[src/rtl/gl_bram_arbiter.sv]
// gl_bram_arbiter: shares the GL core BRAM read port between fetch
// (single words) and the decode/matmul data path (1-4 word bursts).
// Ports: clk, reset (sync, active low); fetch if_req/if_addr ->
// if_grant/if_valid/if_data; data dr_req/dr_addr/dr_len ->
// dr_grant/dr_done/dr_data_0..3; stall; BRAM bram_enable/bram_rst/
// bram_addr_out/bram_data_in.
// Macro GL_BRAM_ARB_FAIR_EN selects round-robin tie-break;
// undefined gives fixed priority with data winning ties.
module gl_bram_arbiter #(
  parameter int RD_LAT = 1
) (
  input  logic        clk,
  input  logic        reset,
  input  logic        if_req,
  input  logic [31:0] if_addr,
  output logic        if_grant,
  output logic        if_valid,
  output logic [31:0] if_data,
  input  logic        dr_req,
  input  logic [31:0] dr_addr,
  input  logic [1:0]  dr_len,
  output logic        dr_grant,
  output logic        dr_done,
  output logic [31:0] dr_data_0,
  output logic [31:0] dr_data_1,
  output logic [31:0] dr_data_2,
  output logic [31:0] dr_data_3,
  output logic        stall,
  output logic        bram_enable,
  output logic        bram_rst,
  output logic [31:0] bram_addr_out,
  input  logic [31:0] bram_data_in
);

  typedef enum logic {
    IDLE,
    BURST
  } state_t;

  typedef struct packed {
    logic       v;
    logic       dat;
    logic [1:0] idx;
    logic       last;
  } tag_t;

  state_t      state_q, state_d;
  logic [1:0]  cnt_q, cnt_d;
  logic [1:0]  idx_q, idx_d;
  logic [31:0] nxt_q, nxt_d;
  logic [31:0] addr_d;
  logic        gnt_if, gnt_dr;
  tag_t        iss_q, iss_d;
  tag_t        pipe_q [RD_LAT];
  tag_t        tail;
  logic [31:0] if_data_q;
  logic [31:0] dr_q [4];
  logic [31:0] dr_out [4];
  logic        if_pend, dr_pend;
  logic        pick_dr;
  logic        ret_if, ret_dr;

`ifdef GL_BRAM_ARB_FAIR_EN
  logic        last_dr_q;
`endif

  // A request whose grant pulses this cycle is already consumed,
  // even though the requester still holds it until the next edge.
  assign if_pend = if_req & ~if_grant;
  assign dr_pend = dr_req & ~dr_grant;
  assign stall   = if_pend;

`ifdef GL_BRAM_ARB_FAIR_EN
  // On a tie, the side not granted last wins.
  assign pick_dr = dr_pend & (~if_pend | ~last_dr_q);
`else
  assign pick_dr = dr_pend;
`endif

  always_comb begin
    state_d = state_q;
    cnt_d   = cnt_q;
    idx_d   = idx_q;
    nxt_d   = nxt_q;
    addr_d  = bram_addr_out;
    gnt_if  = 1'b0;
    gnt_dr  = 1'b0;
    iss_d   = '0;
    unique case (state_q)
      IDLE: begin
        if (pick_dr) begin
          gnt_dr = 1'b1;
          addr_d = dr_addr;
          nxt_d  = dr_addr + 32'd4;
          cnt_d  = dr_len;
          idx_d  = 2'd1;
          iss_d  = '{v: 1'b1, dat: 1'b1, idx: 2'd0,
                     last: (dr_len == 2'd0)};
          if (dr_len != 2'd0) state_d = BURST;
        end else if (if_pend) begin
          gnt_if = 1'b1;
          addr_d = if_addr;
          iss_d  = '{v: 1'b1, dat: 1'b0, idx: 2'd0,
                     last: 1'b1};
        end
      end
      BURST: begin
        addr_d = nxt_q;
        nxt_d  = nxt_q + 32'd4;
        idx_d  = idx_q + 2'd1;
        cnt_d  = cnt_q - 2'd1;
        iss_d  = '{v: 1'b1, dat: 1'b1, idx: idx_q,
                   last: (cnt_q == 2'd1)};
        if (cnt_q == 2'd1) state_d = IDLE;
      end
      default: state_d = IDLE;
    endcase
  end

  // The tail tag lines up with the BRAM word for its address;
  // returns are masked while reset is low so nothing leaks out.
  assign tail   = pipe_q[RD_LAT-1];
  assign ret_if = reset & tail.v & ~tail.dat;
  assign ret_dr = reset & tail.v & tail.dat;

  assign if_valid = ret_if;
  assign if_data  = ret_if ? bram_data_in : if_data_q;
  assign dr_done  = ret_dr & tail.last;

  always_comb begin
    for (int k = 0; k < 4; k++) begin
      dr_out[k] = dr_q[k];
      if (ret_dr && tail.idx == 2'(k))
        dr_out[k] = bram_data_in;
    end
  end

  assign dr_data_0 = dr_out[0];
  assign dr_data_1 = dr_out[1];
  assign dr_data_2 = dr_out[2];
  assign dr_data_3 = dr_out[3];
  assign bram_rst  = ~reset;

  always_ff @(posedge clk) begin
    if (!reset) begin
      state_q       <= IDLE;
      cnt_q         <= '0;
      idx_q         <= '0;
      nxt_q         <= '0;
      bram_addr_out <= '0;
      bram_enable   <= 1'b0;
      if_grant      <= 1'b0;
      dr_grant      <= 1'b0;
      iss_q         <= '0;
      if_data_q     <= '0;
      for (int i = 0; i < RD_LAT; i++) pipe_q[i] <= '0;
      for (int k = 0; k < 4; k++) dr_q[k] <= '0;
`ifdef GL_BRAM_ARB_FAIR_EN
      last_dr_q     <= 1'b1;
`endif
    end else begin
      state_q       <= state_d;
      cnt_q         <= cnt_d;
      idx_q         <= idx_d;
      nxt_q         <= nxt_d;
      bram_addr_out <= addr_d;
      bram_enable   <= iss_d.v;
      if_grant      <= gnt_if;
      dr_grant      <= gnt_dr;
      iss_q         <= iss_d;
      pipe_q[0]     <= iss_q;
      for (int i = 1; i < RD_LAT; i++)
        pipe_q[i] <= pipe_q[i-1];
      if (ret_if) if_data_q <= bram_data_in;
      // A late word from the previous burst still lands over the clear.
      if (gnt_dr)
        for (int k = 0; k < 4; k++) dr_q[k] <= '0;
      if (ret_dr) dr_q[tail.idx] <= bram_data_in;
`ifdef GL_BRAM_ARB_FAIR_EN
      if (gnt_dr)      last_dr_q <= 1'b1;
      else if (gnt_if) last_dr_q <= 1'b0;
`endif
    end
  end

endmodule

[config.mk]
export PLATFORM = sky130hd
export DESIGN_NAME = gl_bram_arbiter
export DESIGN_NICKNAME = d
export VERILOG_FILES = /design/src/rtl/gl_bram_arbiter.sv
export SDC_FILE = /design/constraint.sdc
export NUM_CORES = 1
export LEC_CHECK = 0
export CORE_MARGIN = 3
export CORE_UTILIZATION = 44
export DETAILED_ROUTE_END_ITERATION = 12
export GPL_ROUTABILITY_DRIVEN = 0
export PLACE_DENSITY = 0.83
export SLEW_MARGIN = 0
export SYNTH_ARGS = -nofsm -noshare
export SYNTH_HDL_FRONTEND = slang
export SYNTH_SLANG_ARGS = --single-unit
[constraint.sdc]
create_clock -name clk -period 3.05 [get_ports clk]
set_input_delay 0.915 -clock clk [delete_from_list [all_inputs] [get_ports clk]]
set_output_delay 0.915 -clock clk [all_outputs]
set_load 0.05 [all_outputs]
==> metrics.yaml <==
outcome: "finished clean"
drt_iter0_drc: 1241
vias: 10500
initial_core_util_pct: 45.05
clock_path_buffers: 3
final_cell_mix: "208 x nand2_1, 133 x clkdlybuf4s50_1, 128 x edfxtp_1, 114 x buf_4, 111 x dfxtp_1"
hold_class: "reg2reg"
die-area_sq_um: 27900
diodes: 0
cts_tree: "built"
die_h_um: 167.0
yosysTopAreaCell: "edfxtp_1"
dr.pass1.iters: 5
syn_nets: 1267
synthesis.area_sq_um: 11410
wl_per_cell_um: 20.35
hpwl_mm: 25.47
whs_ns: 0.4340
die_width_um: 167.0
critPathLaunchType: "input port"
cts_root_buf: "clkbuf_16"
final_nets: 1585
rsz0062_at_grt: "yes"
crit_arrival_ns: 2.13
synth_top_area_share_pct: 33.68
io_pins: 301
rows: 58
drc: 0
synth_enable_flop_cells: 128
drive_above_1_share_pct: 24.32
wirelength_mm: 37.27
path_cells: "buf_8 > and3_4 > nand2_4 > or2_4 > buf_12 > a21o_2 > buf_12"
crit_top_cell: "buf_12"
yosys-top-cells-area: "edfxtp_1 34%, dfxtp_1 20%, a21o_1 8.5%, and2_1 7.5%, nand2_1 6.9%"
clkSinkCount: 241
postSynthCellCount: 1163
worstMarginPinSlew_ns: 0.8513
drv_cap: 0
grt-ovfl-total: 0
setup_viol: 0
pre_cts_ws_ns: -0.1819
via_per_inst: 5.735
max_freq_mhz: 328.6
core-area_sq_um: 25330
slew_headroom_pct: 43.25
worstSkewPairLatency_ns: 0.53
fin_ws_ns: 0.006656
htreeDepth: 1
grt_pass1_vias: 10270
ir_drop_v: 0.0004133
async_reset_ff_share_pct: 0
fill_cells: 1778
ys_warn_count: 0
finClkSkew_ns: 0.01146
seq_area_frac_synth_pct: 53.51
area_growth_syn_to_layout_pct: 49.80
crit_fanout: 21
tns_ns: 0
required_ns: 2.13
critPathTopFamily: "simple AND/OR/NAND/NOR gates"
cp_slowest_stage_delay_ns: 0.28
period_needed_ns: 3.043
cts_hold_buf: 0
cp_slowest_cell: "or2_4"
power.density_nw_per_um2: 547.3
avgSynthCellArea_sq_um: 9.812
hold_viol: 0
layout_commonest_cell: "nand2_1"
antenna_found_initial: 0
maxSlewViolCount: 0
cts_buffers: 26
grt_max_degree: 91
path_clk_slew_ns: 0.06
power_leakage_nw: 7.852
critPathKind: "in2out"
route.antenna.remaining_nets: 0
worst-path-buf-inv: 3
synth_ff_type: "edfxtp_1"
finalPower_mw: 9.356
fin_crit_sh_pct: 99.78
port_buffers: 300
grt_pass1_wl_mm: 57.86
grt_usage_pct: 25.48
ys_types: 54
ys_ff_latch: 241
cp-end-kind: "output port"
[routing by layer]
layer / track usage [%] / vias up / routed length (um) / share of wire (%)
li1: - / 4788 / - / -
met4: 9.397 / 0 / 1335 / 3.6
met5: 0 / - / 0 / 0
met1: 33.56 / 5041 / 14800 / 40
met3: 4.557 / 87 / 3413 / 9.2
met2: 42.21 / 584 / 17710 / 48
[state kept, by name, summed over array words and instances (netlist names)]
| register | cells |
|---|---|
| iss_q | 5 |
| if_grant | 1 |
| if_data_q | 32 |
| idx_q | 2 |
| dr_q | 128 |
| dr_grant | 1 |
| state_q | 1 |
| cnt_q | 2 |
| nxt_q | 32 |
| bram_addr_out | 32 |
| pipe_q | 5 |
[through the flow]
step,instance area [sq um],utilization [%],cells
after CTS,16980,67.05,1830
after floorplan,11450,-,1163
final,17090,67.49,1831
after detailed placement,15790,62.36,1774
after global routing,17090,67.49,1831
after global placement,15790,62.36,1774
[cell type report]
class	instances	area (sq um)	area share [%]
Clock buffer	27	675.6	3.953
Tap cell	330	412.9	2.415
Inverter	8	30.03	0.1757
Sequential cell	241	6111	35.75
Clock inverter	21	246.5	1.442
Multi-Input combinational cell	830	5137	30.05
Timing Repair Buffer	374	4481	26.21
[where the power goes]
group / total (mW) / internal (mW) / switching (mW)
Sequential: 3.76 / 3.65 / 0.116
Combinational: 2.20 / 0.868 / 1.33
Clock: 3.39 / 2.04 / 1.36
[what timing repair did]
item                       CTS  global route
pin swaps                    2             1
setup buffers                4             2
cloned                       4             0
gates resized for setup     66            28
setup endpoints to repair  103           108
[cells in the mapped netlist (11+ instances only)]
library cell	n
nand2_1	209
dfxtp_1	113
nand3_1	54
a21o_1	129
nor2_1	33
o21ai_0	22
a21oi_1	28
nand3b_1	11
o311ai_0	12
and2_1	136
mux2i_1	22
a211oi_1	14
clkbuf_1	70
edfxtp_1	128
and3_1	53
[cell families (layout without fill, tap and decap cells)]
kind of cell | after synthesis | after routing | share of synthesized area, %
and+or+nand+nor | 543 | 543 | 24.30
AOI/OAI and AO/OA | 251 | 251 | 15.81
DFF | 241 | 241 | 53.51
buffers and inverters | 92 | 430 | 3.224
muxes | 26 | 26 | 2.325
xor gates and xnor gates | 8 | 8 | 0.6141
adders and majority gates | 2 | 2 | 0.2193
[worst paths after layout]
check                                          from                 endpoint  slack [ns]  cells after the start
worst max-delay path                          reset            dr_data_1[14]       0.007                      7
worst min-delay path            iss_q[0]$_SDFF_PN0_  pipe_q[0][0]$_SDFF_PN0_        0.43                      1
worst max register to register   state_q$_SDFF_PN0_   nxt_q[27]$_SDFFE_PN0P_        0.51                      6
worst min register to register  iss_q[0]$_SDFF_PN0_  pipe_q[0][0]$_SDFF_PN0_        0.43                      1
(Power assumes the default switching activity.)
